File: config.mk
export PLATFORM = sky130hd
export DESIGN_NAME = hazard_ctrl
export DESIGN_NICKNAME = d
export VERILOG_FILES = /design/src/rtl/hazard_pkg.sv /design/src/rtl/hazard_ldu_detect.sv /design/src/rtl/hazard_ctrl.sv
export SDC_FILE = /design/constraint.sdc
export NUM_CORES = 1
export LEC_CHECK = 0
export CAP_MARGIN = 25
export CORE_MARGIN = 10
export CORE_UTILIZATION = 28
export CTS_BUF_LIST = sky130_fd_sc_hd__clkbuf_4 sky130_fd_sc_hd__clkbuf_8 sky130_fd_sc_hd__clkbuf_16
export CTS_CLUSTER_DIAMETER = 200
export DETAILED_ROUTE_END_ITERATION = 10
export GPL_TIMING_DRIVEN = 1
export PLACE_DENSITY = 0.5
export SLEW_MARGIN = 20
export SYNTH_ARGS = -nofsm -noshare
export SYNTH_HDL_FRONTEND = slang
export SYNTH_SLANG_ARGS = --single-unit
File: constraint.sdc
create_clock -name clk -period 3.2 [get_ports clk]
set_input_delay 0.8 -clock clk [delete_from_list [all_inputs] [get_ports clk]]
set_output_delay 0.8 -clock clk [all_outputs]
set_load 0.01 [all_outputs]
File: src/rtl/hazard_pkg.sv
// Shared constants for the pipeline hazard sequencer: FSM state codes and
// stall/flush bit positions used by hazard_ctrl and its helpers.
package hazard_pkg;

    localparam logic [1:0] ST_RUN      = 2'd0;
    localparam logic [1:0] ST_MEM_WAIT = 2'd1;
    localparam logic [1:0] ST_MDU_BUSY = 2'd2;

    localparam int STL_IFID  = 0;
    localparam int STL_IDEX  = 1;
    localparam int STL_PC    = 2;
    localparam int STL_EXMEM = 3;
    localparam int STL_MEMWB = 4;

    localparam logic [4:0] STL_ALL_HOLD = 5'b11111;
    localparam logic [4:0] STL_MEM_HOLD = 5'b01111;
    localparam logic [4:0] STL_MDU_HOLD = 5'b00111;

endpackage

File: src/rtl/hazard_ldu_detect.sv
// Load-use compare: flags an ID-stage instruction that reads the destination
// of a load currently sitting in EX (x0 never creates a dependency).
module hazard_ldu_detect
    import hazard_pkg::*;
#(
    parameter int REG_AW = 5
) (
    input  logic [REG_AW-1:0] id_rs1,
    input  logic [REG_AW-1:0] id_rs2,
    input  logic              id_use_rs1,
    input  logic              id_use_rs2,
    input  logic              ex_is_load,
    input  logic [REG_AW-1:0] ex_rd,
    output logic              hazard
);

    assign hazard = ex_is_load && (ex_rd != '0) &&
                    ((id_use_rs1 && (id_rs1 == ex_rd)) || (id_use_rs2 && (id_rs2 == ex_rd)));

endmodule

File: src/rtl/hazard_ctrl.sv
// Pipeline hazard sequencer: stall/flush vectors, PC redirect and memory-wait timeout.
// Optional HAZARD_PERF_EN adds saturating stall-cycle and flush counters.
//
// state       | meaning
// RUN         | normal flow; load-use and redirects handled here
// MEM_WAIT    | data memory not ready; front four stages held, WB drains
// MDU_BUSY    | multi-cycle MDU op occupies EX; IF/ID, ID/EX and PC held
module hazard_ctrl
    import hazard_pkg::*;
#(
    parameter int XLEN        = 32,
    parameter int REG_AW      = 5,
    parameter int MDU_LAT     = 32,
    parameter int MEM_TIMEOUT = 255
) (
    input  logic              clk,
    input  logic              reset,
    input  logic              go,
    input  logic [REG_AW-1:0] id_rs1,
    input  logic [REG_AW-1:0] id_rs2,
    input  logic              id_use_rs1,
    input  logic              id_use_rs2,
    input  logic              ex_is_load,
    input  logic [REG_AW-1:0] ex_rd,
    input  logic              ex_mdu_start,
    input  logic              ex_br_taken,
    input  logic [XLEN-1:0]   ex_br_target,
    input  logic              mem_req,
    input  logic              mem_ready,
    output logic [4:0]        do_stall,
    output logic [4:0]        flush,
    output logic              branch,
    output logic [XLEN-1:0]   branch_addr,
    output logic              mem_err
`ifdef HAZARD_PERF_EN
    ,
    output logic [31:0]       perf_stall_cyc,
    output logic [31:0]       perf_flush_cnt
`endif
);

    localparam logic [9:0] TIMEOUT  = 10'(MEM_TIMEOUT);
    localparam logic [7:0] MDU_LOAD = 8'(MDU_LAT - 1);

    logic [1:0]      state;
    logic [7:0]      mdu_cnt;
    logic [7:0]      mdu_cnt_nxt;
    logic [9:0]      wait_cnt;
    logic            pend;
    logic [XLEN-1:0] pend_addr;

    logic run_like, mdu_active, timeout_hit, mem_hold, ldu_hit, latch_br, issue_pend;

    hazard_ldu_detect #(.REG_AW(REG_AW)) u_ldu (
        .id_rs1     (id_rs1),
        .id_rs2     (id_rs2),
        .id_use_rs1 (id_use_rs1),
        .id_use_rs2 (id_use_rs2),
        .ex_is_load (ex_is_load),
        .ex_rd      (ex_rd),
        .hazard     (ldu_hit)
    );

    always_comb begin
        run_like    = (state == ST_RUN) || ((state == ST_MDU_BUSY) && (mdu_cnt == 8'd0));
        mdu_active  = (state == ST_MDU_BUSY) && (mdu_cnt != 8'd0);
        timeout_hit = (state == ST_MEM_WAIT) && !mem_ready && (wait_cnt >= TIMEOUT);
        if (state == ST_MEM_WAIT) mem_hold = !mem_ready && !timeout_hit;
        else                      mem_hold = mem_req && !mem_ready;

        if (run_like && ex_mdu_start) mdu_cnt_nxt = MDU_LOAD;
        else if (mdu_cnt != 8'd0)     mdu_cnt_nxt = mdu_cnt - 8'd1;
        else                          mdu_cnt_nxt = mdu_cnt;

        do_stall    = '0;
        flush       = '0;
        branch      = 1'b0;
        branch_addr = '0;
        mem_err     = 1'b0;
        latch_br    = 1'b0;
        issue_pend  = 1'b0;
        if (reset) begin
            do_stall = '0;
        end else if (!go) begin
            do_stall = STL_ALL_HOLD;
        end else begin
            // A taken branch that cannot redirect now is parked until the pipe is free.
            latch_br = ex_br_taken && !pend && (mem_hold || (state == ST_MEM_WAIT) || mdu_active);
            if (mem_hold) begin
                do_stall         = STL_MEM_HOLD;
                flush[STL_MEMWB] = 1'b1;
            end else if (state == ST_MEM_WAIT) begin
                mem_err = timeout_hit;
            end else if (mdu_active) begin
                do_stall         = STL_MDU_HOLD;
                flush[STL_EXMEM] = 1'b1;
            end else if (pend) begin
                branch          = 1'b1;
                branch_addr     = pend_addr;
                flush[STL_IFID] = 1'b1;
                flush[STL_IDEX] = 1'b1;
                issue_pend      = 1'b1;
            end else if (ex_br_taken) begin
                branch          = 1'b1;
                branch_addr     = ex_br_target;
                flush[STL_IFID] = 1'b1;
                flush[STL_IDEX] = 1'b1;
            end else if (ldu_hit) begin
                do_stall[STL_PC]   = 1'b1;
                do_stall[STL_IFID] = 1'b1;
                flush[STL_IDEX]    = 1'b1;
            end
        end
    end

    always_ff @(posedge clk) begin
        if (reset) begin
            state     <= ST_RUN;
            mdu_cnt   <= '0;
            wait_cnt  <= '0;
            pend      <= 1'b0;
            pend_addr <= '0;
        end else if (go) begin
            mdu_cnt <= mdu_cnt_nxt;
            if (issue_pend) begin
                pend <= 1'b0;
            end else if (latch_br) begin
                pend      <= 1'b1;
                pend_addr <= ex_br_target;
            end
            // MDU keeps counting under a memory wait; resume busy only if it has time left.
            if (state == ST_MEM_WAIT) begin
                if (mem_hold) wait_cnt <= wait_cnt + 10'd1;
                else          state    <= (mdu_cnt_nxt != 8'd0) ? ST_MDU_BUSY : ST_RUN;
            end else if (mem_hold) begin
                state    <= ST_MEM_WAIT;
                wait_cnt <= 10'd1;
            end else if (mdu_cnt_nxt != 8'd0) begin
                state <= ST_MDU_BUSY;
            end else begin
                state <= ST_RUN;
            end
        end
    end

`ifdef HAZARD_PERF_EN
    always_ff @(posedge clk) begin
        if (reset) begin
            perf_stall_cyc <= '0;
            perf_flush_cnt <= '0;
        end else if (go) begin
            if (do_stall[STL_PC] && (perf_stall_cyc != 32'hFFFF_FFFF))
                perf_stall_cyc <= perf_stall_cyc + 32'd1;
            if (branch && (perf_flush_cnt != 32'hFFFF_FFFF))
                perf_flush_cnt <= perf_flush_cnt + 32'd1;
        end
    end
`endif

endmodule

==> metrics.md <==
| Metric | Value |
|---|---|
| Yosys reg bits | `53` |
| Setup tns final | `0 ps` |
| Status | `complete, no violations` |
| Prevailing post-synth register cell | `dfxtp_1` |
| ANT nets after route | `0` |
| Crit-path leading delay family | `buffers and inverters` |
| Syn_nets | `440` |
| Max Fclk | `320.8 MHz` |
| First DRT Iteration DRCs | `244` |
| Mean Syn Cell Area | `8.936 sq um` |
| Vias in the first global route | `3270` |
| WL final | `10400 um` |
| Die extent in x | `130.1 um` |
| Bufs and invs on worst path | `4` |
| Die ar. | `16930 sq um` |
| Crit path cell chain | `clkdlybuf4s50_1, nand2_2, nor3_4, buf_6, buf_16, a22oi_1, nor2_1, clkdlybuf4s15_1` |
| Initial Util | `28.39%` |
| Area share of the largest cell type after synthesis | `31.25%` |
| Post-synth EDFFs | `0` |
| Layout area overhead | `40.97%` |
| Top cells by count, synth | `53 x dfxtp_1, 46 x nor2_1, 36 x nor2b_1` |
| Dpl ws | `-622.6 ps` |
| Clk_skew | `7.032 ps` |
| Max_cap viols | `0` |
| CP Launch Type | `primary input` |
| Site Rows | `40` |
| Global route overflow | `0` |
| Fill count | `1235` |
| Arrival @ worst endpoint | `2320 ps` |
| Sequential share of the synthesized area | `31.25%` |
| DRT Pass-1 Iters | `4` |
| Power density cells | `414.8 nW/um^2` |
| Via/cell ratio | `4.998` |
| Sequential cell area | `1061 sq um` |
| Final worst slack | `82.82 ps` |
| Largest net degree at the start of global routing | `36` |
| IO Pins | `101` |
| Total number of vias | `3199` |
| Mapped Area | `3396 sq um` |
| Initial antenna violation count | `0` |
| Total CTS buffers | `5` |
| Layout cells sized above 1 | `24.14%` |
| Buffers on Ports | `99` |
| Worst slew pin tran | `625.8 ps` |
| GRT Total Usage | `12.03%` |
| Top-count cell post-synth | `dfxtp_1` |
| Slowest stage delay, CP | `500 ps` |
| Crit-path max FO | `11` |
| Max-slew violations | `0` |
| CORE AREA | `11960 sq um` |
| WP data required | `2400 ps` |
| Maximum VDD drop | `0.0002449 V` |
| Wire per inst | `16.25 um` |
| First-pass GRT wire length | `16770 um` |
| Clk Latency, worst-skew pair | `290 ps` |
| Synth async-reset ratio | `0%` |
| Clock H-tree levels | `2` |
| Min-delay worst type | `flop to flop` |
| Cells after Synth | `380` |
| Setup-failing EPs final | `0` |
| Fin crit period | `3117 ps` |
| Distinct cells, synth | `61` |
| Crit share post-route | `97.41%` |
| Top cells by area, synth | `dfxtp_1 31%, mux2_4 13%, a22oi_1 7.1%` |
| Number of nets in the layout | `552` |
| Cell type with the largest total area after synthesis | `dfxtp_1` |
| Clock Tree Buf Depth | `2` |
| Slew headroom | `58.28%` |
| Crit path kind | `primary input to primary output` |
| CTS clk-pin slew, worst paths | `70 ps` |
| Setup crit end kind | `primary output` |
| Final hold violations | `0` |
| Utilization after layout | `40.02%` |
| Post-DP HPWL | `7596 um` |
| Post-route DRC | `0` |
| GPL Wtd Cong | `0.8190` |
| Diodes inserted | `0` |
| Yosys warns | `0` |
| Pleak | `2.044 nW` |
| Area of the multi-input gates | `2192 sq um` |
| Tot Pwr | `1.986 mW` |
| Clk sinks | `53` |
| Die Y | `130.1 um` |
| TritonCTS clock tree | `yes` |
| Critical path's slowest cell | `clkdlybuf4s50_1` |
| RSZ-0062 raised after global routing | `no` |
| CTS root buf | `clkbuf_16` |
power by group:
part           switching [mW]  internal (mW)  total [mW]
Clock                   0.256          0.316       0.573
Sequential             0.0594          0.711       0.771
Combinational           0.327          0.315       0.643
Total                   0.643           1.34        1.99
area by class of cell:
| class | count | area share (%) |
|---|---|---|
| tap | 147 | 3.842 |
| sequential | 53 | 22.16 |
| timing repair buffer | 133 | 24.23 |
| clock inverter | 2 | 0.3659 |
| inverter | 9 | 0.7057 |
| clock buffer | 6 | 2.901 |
| multi-input combinational | 290 | 45.79 |
metrics by stage:
stage          instances  area, sq um  hold WS (ps)
2_1_floorplan        380         3396         441.4
3_3_place_gp         628         4679         451.4
3_5_place_dp         628         4679         456.2
4_1_cts              639         4851         473.8
5_1_grt              640         4787         482.7
6_report             640         4787         470.3
layout by cell type, fill, tap and decap left out, drive strengths merged, types with 8 or more instances in the layout:
cell / n
dfxtp: 53
nor3: 8
inv: 10
nor2: 46
clkdlybuf4s50: 45
xor2: 9
nand2: 20
dlygate4sd2: 16
o21ai: 8
a22oi: 32
mux2: 32
buf: 45
nand3: 9
nor2b: 36
clkbuf: 23
a21oi: 8
path summary, 6_finish.rpt:
check                                               from                   endpoint  slack (ps)  depth (start not counted)
worst max-delay path                         ex_br_taken            branch_addr[16]          80                          8
worst min-delay path            wait_cnt[9]$_SDFFE_PP0P_   wait_cnt[9]$_SDFFE_PP0P_         470                          1
worst max register to register   mdu_cnt[1]$_SDFFE_PP0P_  pend_addr[1]$_SDFFE_PP0P_         870                          8
worst min register to register  wait_cnt[9]$_SDFFE_PP0P_   wait_cnt[9]$_SDFFE_PP0P_         470                          1
routing by layer:
metal	vias to the layer above	share of wire, %	track usage [%]
met5	-	0	0
met1	1539	44	14.82
met4	0	1.5	3.175
met3	8	3.9	2.637
li1	1601	-	-
met2	51	50	20.65
cells by family after synthesis:
group / count (synthesis) / synth area share, %
and+or+nand+nor: 147 / 23.14
adders and majority gates: 3 / 1.105
muxes: 35 / 14.81
AOI/OAI and AO/OA: 92 / 20.85
other: 1 / 0.1104
xor gates and xnor gates: 12 / 3.095
DFF: 53 / 31.25
buffers and inverters: 37 / 5.637
worst register-to-register path: cells and delay by family (launching register included):
| kind | cells | cell delay (ps) |
|---|---|---|
| AOI/OAI and AO/OA | 2 | 260 |
| adders and majority gates | 1 | 140 |
| buffers and inverters | 3 | 800 |
| DFF | 1 | 360 |
| muxes | 1 | 440 |
| and+or+nand+nor | 1 | 240 |
sequential cells by signal, indices dropped and copies added, names as in the netlist:
name and cells:
pend_addr 32, pend 1, mdu_cnt 8, wait_cnt 10, state 2
timing repair:
item,in CTS,in global routing
pin swaps,6,7
endpoints found under the setup margin,42,37
gates resized for setup,93,42
setup buffers,2,1
hold buffers,0,0
cloned,1,0
Note: power is estimated with default switching activity, not from simulation.
